<file path="src/rtl/fpu_pipe_pkg.sv">
// Shared constants and arithmetic for the fpu_pipe_wrap retiming wrapper.
// The add/mul core is modelled as pure functions so the surrounding stages can be retimed into it.
package fpu_pipe_pkg;

  localparam logic [1:0]  OP_ADD   = 2'b00;
  localparam logic [1:0]  OP_MUL   = 2'b01;
  localparam logic        FMT_FP32 = 1'b0;
  localparam logic [31:0] FP_QNAN  = 32'h7FC0_0000;

  function automatic int fpu_lat(input int pre_pipe, input int core_lat, input int post_pipe);
    return pre_pipe + core_lat + post_pipe;
  endfunction

  // m: bit 26 is the hidden one, [25:3] fraction, [2] guard, [1] round, [0] sticky.
  function automatic logic [31:0] fp_pack(input logic s, input int e_in, input logic [26:0] m);
    logic [24:0] mant;
    logic        up;
    int          e;
    e    = e_in;
    up   = m[2] && (m[1] || m[0] || m[3]);
    mant = {1'b0, m[26:3]} + 25'(up);
    if (mant[24]) begin
      mant = mant >> 1;
      e    = e + 1;
    end
    if (e >= 255) return {s, 8'hFF, 23'd0};
    if (e <= 0)   return {s, 31'd0};
    return {s, 8'(e), mant[22:0]};
  endfunction

  function automatic logic [31:0] fp_mul(input logic [31:0] x, input logic [31:0] y);
    logic        s;
    logic [47:0] p;
    logic [26:0] m;
    int          e;
    s = x[31] ^ y[31];
    if (x[30:23] == 8'hFF || y[30:23] == 8'hFF) return FP_QNAN;
    if (x[30:23] == 8'h00 || y[30:23] == 8'h00) return {s, 31'd0};
    p = 48'({1'b1, x[22:0]}) * 48'({1'b1, y[22:0]});
    e = int'(x[30:23]) + int'(y[30:23]) - 127;
    if (p[47]) begin
      m = {p[47:22], |p[21:0]};
      e = e + 1;
    end else begin
      m = {p[46:21], |p[20:0]};
    end
    return fp_pack(s, e, m);
  endfunction

  function automatic logic [31:0] fp_add(input logic [31:0] x, input logic [31:0] y);
    logic [31:0] a, b;
    logic [26:0] ma, mb, sh, mk, m;
    logic [27:0] sum;
    int          d, e;
    if (x[30:23] == 8'hFF || y[30:23] == 8'hFF) return FP_QNAN;
    if (x[30:23] == 8'h00) return (y[30:23] == 8'h00) ? 32'd0 : y;
    if (y[30:23] == 8'h00) return x;
    if (x[30:0] >= y[30:0]) begin a = x; b = y; end
    else                    begin a = y; b = x; end
    d  = int'(a[30:23]) - int'(b[30:23]);
    e  = int'(a[30:23]);
    ma = {1'b1, a[22:0], 3'b000};
    mb = {1'b1, b[22:0], 3'b000};
    if (d > 26) begin
      sh = 27'd1;
    end else begin
      mk = (27'd1 << d) - 27'd1;
      sh = (mb >> d) | 27'(|(mb & mk));
    end
    if (a[31] == b[31]) begin
      sum = {1'b0, ma} + {1'b0, sh};
      if (sum[27]) begin
        m = {sum[27:2], |sum[1:0]};
        e = e + 1;
      end else begin
        m = sum[26:0];
      end
    end else begin
      m = ma - sh;
      if (m == 27'd0) return 32'd0;
      for (int i = 0; i < 26; i++) begin
        if (!m[26]) begin
          m = m << 1;
          e = e - 1;
        end
      end
    end
    return fp_pack(a[31], e, m);
  endfunction

  function automatic logic [31:0] fp_core(input logic [1:0] op, input logic fmt,
                                          input logic [31:0] x, input logic [31:0] y);
    if (fmt != FMT_FP32) return FP_QNAN;
    case (op)
      OP_ADD:  return fp_add(x, y);
      OP_MUL:  return fp_mul(x, y);
      default: return FP_QNAN;
    endcase
  endfunction

endpackage

</file>
<file path="src/rtl/fpu_pipe_fifo.sv">
// Show-ahead result FIFO; pointers wrap modulo DEPTH so any depth >= 1 works.
module fpu_pipe_fifo #(
  parameter int WIDTH = 36,
  parameter int DEPTH = 4
) (
  input  logic             clk,
  input  logic             rst,
  input  logic             push,
  input  logic [WIDTH-1:0] din,
  input  logic             pop,
  output logic [WIDTH-1:0] dout,
  output logic             full,
  output logic             empty
);
  localparam int PW = (DEPTH > 1) ? $clog2(DEPTH) : 1;
  localparam int CW = $clog2(DEPTH + 1);

  logic [WIDTH-1:0] mem [DEPTH];
  logic [PW-1:0]    wr_ptr, rd_ptr;
  logic [CW-1:0]    count;
  logic             do_push, do_pop;

  function automatic logic [PW-1:0] next_ptr(input logic [PW-1:0] p);
    return (p == PW'(DEPTH - 1)) ? '0 : p + PW'(1);
  endfunction

  assign full    = (count == CW'(DEPTH));
  assign empty   = (count == '0);
  assign do_pop  = pop && !empty;
  // A pop frees the slot in the same edge, so a push onto a full FIFO is fine then.
  assign do_push = push && (!full || do_pop);
  assign dout    = mem[rd_ptr];

  always_ff @(posedge clk) begin
    if (do_push) mem[wr_ptr] <= din;
  end

  always_ff @(posedge clk) begin
    if (rst) begin
      wr_ptr <= '0;
      rd_ptr <= '0;
      count  <= '0;
    end else begin
      if (do_push) wr_ptr <= next_ptr(wr_ptr);
      if (do_pop)  rd_ptr <= next_ptr(rd_ptr);
      if (do_push && !do_pop)      count <= count + CW'(1);
      else if (do_pop && !do_push) count <= count - CW'(1);
    end
  end

endmodule

</file>
<file path="src/rtl/fpu_pipe_wrap.sv">
// Valid/ready retiming wrapper around the FP add/mul core with a credit-guarded result FIFO.
// Optional statistics counters are enabled with `define FPU_PIPE_STATS_EN.
module fpu_pipe_wrap
  import fpu_pipe_pkg::*;
#(
  parameter int PRE_PIPE   = 0,
  parameter int CORE_LAT   = 0,
  parameter int POST_PIPE  = 1,
  parameter int TAG_W      = 4,
  parameter int FIFO_DEPTH = 4
) (
  input  logic             clk,
  input  logic             rst,
  input  logic             in_valid,
  output logic             in_ready,
  input  logic [1:0]       in_opcode,
  input  logic             in_fmt,
  input  logic [31:0]      in_x,
  input  logic [31:0]      in_y,
  input  logic [TAG_W-1:0] in_tag,
  output logic             out_valid,
  input  logic             out_ready,
  output logic [31:0]      out_r,
  output logic [TAG_W-1:0] out_tag
`ifdef FPU_PIPE_STATS_EN
  ,
  input  logic             stat_clr,
  output logic [31:0]      stat_ops,
  output logic [31:0]      stat_stall
`endif
);
  localparam int L  = fpu_lat(PRE_PIPE, CORE_LAT, POST_PIPE);
  localparam int PD = CORE_LAT + POST_PIPE;
  localparam int CW = $clog2(FIFO_DEPTH + 1);

  generate
    if (FIFO_DEPTH < 1) begin : g_bad_depth
      $fatal(1, "fpu_pipe_wrap: FIFO_DEPTH must be >= 1");
    end
    if (PRE_PIPE < 0 || PRE_PIPE > 4 || POST_PIPE < 0 || POST_PIPE > 4) begin : g_bad_pipe
      $fatal(1, "fpu_pipe_wrap: PRE_PIPE/POST_PIPE must be 0..4");
    end
  endgenerate

  typedef struct packed {
    logic [1:0]       op;
    logic             fmt;
    logic [31:0]      x;
    logic [31:0]      y;
    logic [TAG_W-1:0] tag;
  } req_t;

  typedef struct packed {
    logic [31:0]      r;
    logic [TAG_W-1:0] tag;
  } res_t;

  logic          acc, pop;
  logic [CW-1:0] credits;
  logic [L:0]    vld_pipe;
  req_t          req_in, req_core;
  res_t          res_core, res_out, fifo_dout;
  logic          fifo_full, fifo_empty;

  assign in_ready = !rst && (credits != '0);
  assign acc      = in_valid && in_ready;
  assign pop      = out_valid && out_ready;

  // Credits count in-flight ops plus FIFO occupancy, so the FIFO can never overflow.
  always_ff @(posedge clk) begin
    if (rst)               credits <= CW'(FIFO_DEPTH);
    else if (acc && !pop)  credits <= credits - CW'(1);
    else if (pop && !acc)  credits <= credits + CW'(1);
  end

  assign vld_pipe[0] = acc;
  generate
    if (L > 0) begin : g_vld
      always_ff @(posedge clk) begin
        if (rst) vld_pipe[L:1] <= '0;
        else     vld_pipe[L:1] <= vld_pipe[L-1:0];
      end
    end
  endgenerate

  assign req_in = '{op: in_opcode, fmt: in_fmt, x: in_x, y: in_y, tag: in_tag};

  // Data stages carry no reset so synthesis is free to retime them across the core.
  generate
    if (PRE_PIPE == 0) begin : g_pre_wire
      assign req_core = req_in;
    end else begin : g_pre
      req_t pre_q [PRE_PIPE];
      always_ff @(posedge clk) begin
        pre_q[0] <= req_in;
        for (int i = 1; i < PRE_PIPE; i++) pre_q[i] <= pre_q[i-1];
      end
      assign req_core = pre_q[PRE_PIPE-1];
    end
  endgenerate

  assign res_core = '{r: fp_core(req_core.op, req_core.fmt, req_core.x, req_core.y),
                      tag: req_core.tag};

  // Core latency and post stages form one result delay line.
  generate
    if (PD == 0) begin : g_post_wire
      assign res_out = res_core;
    end else begin : g_post
      res_t post_q [PD];
      always_ff @(posedge clk) begin
        post_q[0] <= res_core;
        for (int i = 1; i < PD; i++) post_q[i] <= post_q[i-1];
      end
      assign res_out = post_q[PD-1];
    end
  endgenerate

  fpu_pipe_fifo #(
    .WIDTH (32 + TAG_W),
    .DEPTH (FIFO_DEPTH)
  ) u_fifo (
    .clk   (clk),
    .rst   (rst),
    .push  (vld_pipe[L]),
    .din   (res_out),
    .pop   (pop),
    .dout  (fifo_dout),
    .full  (fifo_full),
    .empty (fifo_empty)
  );

  assign out_valid = !fifo_empty;
  assign out_r     = fifo_dout.r;
  assign out_tag   = fifo_dout.tag;

  a_no_overflow: assert property (@(posedge clk) disable iff (rst)
    !(vld_pipe[L] && fifo_full && !pop));

`ifdef FPU_PIPE_STATS_EN
  always_ff @(posedge clk) begin
    if (rst || stat_clr) begin
      stat_ops   <= '0;
      stat_stall <= '0;
    end else begin
      if (pop && stat_ops != '1)                    stat_ops   <= stat_ops + 32'd1;
      if (in_valid && !in_ready && stat_stall != '1) stat_stall <= stat_stall + 32'd1;
    end
  end
`endif

endmodule

</file>
<file path="config.mk">
export PLATFORM = sky130hd
export DESIGN_NAME = fpu_pipe_wrap
export DESIGN_NICKNAME = d
export VERILOG_FILES = /design/src/rtl/fpu_pipe_pkg.sv /design/src/rtl/fpu_pipe_fifo.sv /design/src/rtl/fpu_pipe_wrap.sv
export SDC_FILE = /design/constraint.sdc
export NUM_CORES = 2
export LEC_CHECK = 0
export CAP_MARGIN = 10
export CELL_PAD_IN_SITES_DETAIL_PLACEMENT = 0
export CELL_PAD_IN_SITES_GLOBAL_PLACEMENT = 1
export CORE_ASPECT_RATIO = 1.1
export CORE_MARGIN = 2
export CORE_UTILIZATION = 40
export DETAILED_ROUTE_END_ITERATION = 10
export PLACE_DENSITY = 0.74
export SKIP_CTS_REPAIR_TIMING = 1
export SYNTH_ARGS = -nofsm -noshare
export SYNTH_HDL_FRONTEND = slang
export SYNTH_SLANG_ARGS = --single-unit
</file>
<file path="constraint.sdc">
create_clock -name clk -period 68.8 [get_ports clk]
set_input_delay 13.76 -clock clk [delete_from_list [all_inputs] [get_ports clk]]
set_output_delay 13.76 -clock clk [all_outputs]
set_load 0.1 [all_outputs]
</file>
==> out/results.ini <==
[global_route]
grt_start_max_net_pins = 70
grt_pass1_wl_mm = 386
grtUsageTotal_pct = 30.2
antenna_found_initial = 1
grt_pass1_vias = 63800
overflow = 0

[yosys]
postSynthNetCount = 9354
synth-seq-cells = 193
synth_enable_flop_cells = 144
post-synth-top-count-cell = nand2_1
synth.lib_cells_used.distinct = 145
netlist_top_cells_area = fa_1 (15%), edfxtp_1 (6.8%), ha_1 (6.7%)
synth_top_cell_area_share_pct = 15.2
cell_accounting_for_the_most_synthesized_area = fa_1
syn_area_cell_um2 = 7.56
dominantRegCellSynth = edfxtp_1
synth-warning-count = 0
syn_area_mm2 = 0.0639
sequential_cell_area_fraction_in_the_yosys_report_pct = 8.30
syn_inst = 8450
ys_async_sr_fraction_pct = 0
commonest_cells_in_the_synthesized_netlist = nand2_1 (912), inv_1 (738), nor2_1 (636)

[clock_network]
clock_tree_from_tritoncts = yes
cts_root_buf = clkbuf_16
cts_sinks = 193
insertion_delay_ns = 0.47
tritoncts.num_buffers = 17
h-tree-depth = 4
ctsLongestPathBuffers = 2
clk_pin_slew_worst_paths_ns = 0.09

[finish]
drive_gt1_share_pct = 5.99
number_of_inserted_diodes = 0
fin_util_pct = 42.7
post_layout_nonfiller_instances = 10400
final_nets = 9195
layout-area-overhead-vs-synth_pct = 5.89
finalInstanceArea_mm2 = 0.0676

[die]
die-height_um = 423
initial_utilization_pct = 40.4
std_cell_rows = 153
die-area_mm2 = 0.163
io-pin-count = 113
die_x_um = 385
coreArea_mm2 = 0.158

[timing]
rsz0062_at_grt = false
worst_hold_slack_ns = 0.477
clock-skew-final_ns = 0.0167
post-route-period-util_pct = 65.8
setup_tns_final_ns = 0
slew-limit-headroom_pct = 15.4
worst-slew-pin-transition_ns = 1.26
final.min_clock_period_ns = 45.24
setup-violations-final = 0
fmax_mhz = 22.1
final.setup.worst_slack_ns = 23.56
timing.final.max_slew_violations = 0
hold_viol = 0

[min_path]
hp-class = flip-flop to flip-flop
hold_path.startpoint = u_fifo.rd_ptr[1]
worstHoldPathCells = 2

[place]
detailed_place.area_mm2 = 0.0670
dp_cells = 10400
pre_cts_ws_ns = 23.60
portBuffers = 112
detailedPlacementHpwl_mm = 199
gpl.final_weighted_congestion = 0.986

[worst_setup_path]
cpPeakStageDelay_ns = 0.77
timing.critical_path.arrival_ns = 45.63
crit_path_frequent_cell = ha_1
critical-path-slowest-cell = clkdlybuf4s50_1
setup.reg_to_reg.worst_slack_ns = 66.33
crit_fanout = 49
reg2reg_from = u_fifo.count[0]
worstSetupPathType = input port to flip-flop
timing.reg2reg.worst_path_depth = 8
crit_path_end_kind = flip-flop
crit-reg2reg-capture = credits[2]
cp.required_ns = 69.19
critical_path.startpoint_type = input port

[pwr]
swShare_pct = 60.7
leakage_nw = 27.4
pwr_density_cell_mw_per_mm2 = 58.5
clockPowerShare_pct = 2.8
power.internal_mw = 1.56
seq_power_share_pct = 3.8
switching_power_mw = 2.40
comb_power_share_pct = 93.5
irDropWorstVdd_mv = 0.165
p_total_mw = 3.96

[job]
maximum_capacitance_violations = 0

[detailed_routing]
routedWlPerCell_um = 24.3
drc = 0
drt_wl_total_mm = 252
first_pass_iters = 5
ant_nets = 0
detailedRoute.firstIterationViolations = 5607
vias_per_cell = 6.21
vias = 64500

[outcome]
status = finished, final reports clean

-- worst max-delay path: cells and delay by family --
kind                     cells  cell delay [ns]
AND/OR/NAND/NOR             48            11.24
AO/OA/AOI/OAI               31             8.52
adder cells (fa/ha/maj)     21             6.43
buffers and inverters        8             2.24
multiplexers                 9             1.75
XOR/XNOR                     6             1.58
-- registers in the layout, indices dropped and copies added, names as in the netlist, named ones only --
name / count
g_post.post_q: 36
vld_pipe: 1
u_fifo.rd_ptr: 2
u_fifo.count: 3
credits: 3
u_fifo.mem: 144
u_fifo.wr_ptr: 2
-- kinds of logic after synthesis --
kind of cell | count (synthesis) | share of synthesized area (%)
simple gates | 3367 | 26.9
mux | 256 | 4.94
flops | 193 | 8.30
fa+ha+maj | 829 | 21.9
compound gates | 2008 | 21.3
buf+inv | 1176 | 7.16
xor+xnor | 621 | 9.43
-- cell usage in the layout (no fill, tap or decap), types with 50 or more instances in the layout --
cell / instances
edfxtp_1: 144
xnor2_1: 396
or3_1: 101
nand3_1: 314
nor2b_1: 50
nor2_1: 636
clkdlybuf4s50_1: 112
nor3_1: 294
nand2_1: 912
nand2b_1: 65
xor2_1: 165
nand4_1: 140
and3_1: 106
o21ai_0: 318
a31oi_1: 80
inv_1: 738
and2_1: 303
o22ai_1: 63
ha_1: 342
a211oi_1: 100
o211ai_1: 87
mux2i_1: 172
o21bai_1: 81
nor4_1: 96
o21ai_1: 62
buf_4: 136
a21oi_1: 519
a21o_1: 84
fa_1: 486
-- area by class of cell --
cell class | instances | area [um^2]
Clock inverter | 15 | 220
Multi-Input combinational cell | 7081 | 54100
Tap cell | 2092 | 2620
Fill cell | 16400 | 90700
Sequential cell | 193 | 5310
Inverter | 750 | 2820
Timing Repair Buffer | 248 | 2140
Clock buffer | 17 | 425
-- worst max path at each step --
stage | depth (start not counted) | start | end | slack [ns]
2_1_floorplan | 138 | in_y[24] | g_post.post_q[0][12] | 28.31
3_3_place_gp | 122 | in_x[23] | g_post.post_q[0][16] | 24.01
3_5_place_dp | 123 | in_x[23] | g_post.post_q[0][6] | 23.60
4_1_cts | 123 | in_x[23] | g_post.post_q[0][21] | 23.99
5_1_grt | 123 | in_y[23] | g_post.post_q[0][21] | 21.29
6_report | 123 | in_x[23] | g_post.post_q[0][13] | 23.56
-- power groups by stage --
stage	sequential, mW	clock, mW	combinational, mW
global route	0.151	0.115	4.10
global placement	0.151	0	3.64
detailed placement	0.152	0	3.67
finish	0.149	0.109	3.70
floorplan	0.145	0	2.72
CTS	0.149	0.110	3.69
-- metal layers --
layer  vias up  routed length (um)  global-route usage [%]
li1      29800                   -                       -
met1     31800              102000                    37.6
met2      2318              121000                    51.8
met3       582               13900                    2.95
met4         0               15200                    15.3
met5         -                   0                       0
(Power assumes the default switching activity.)
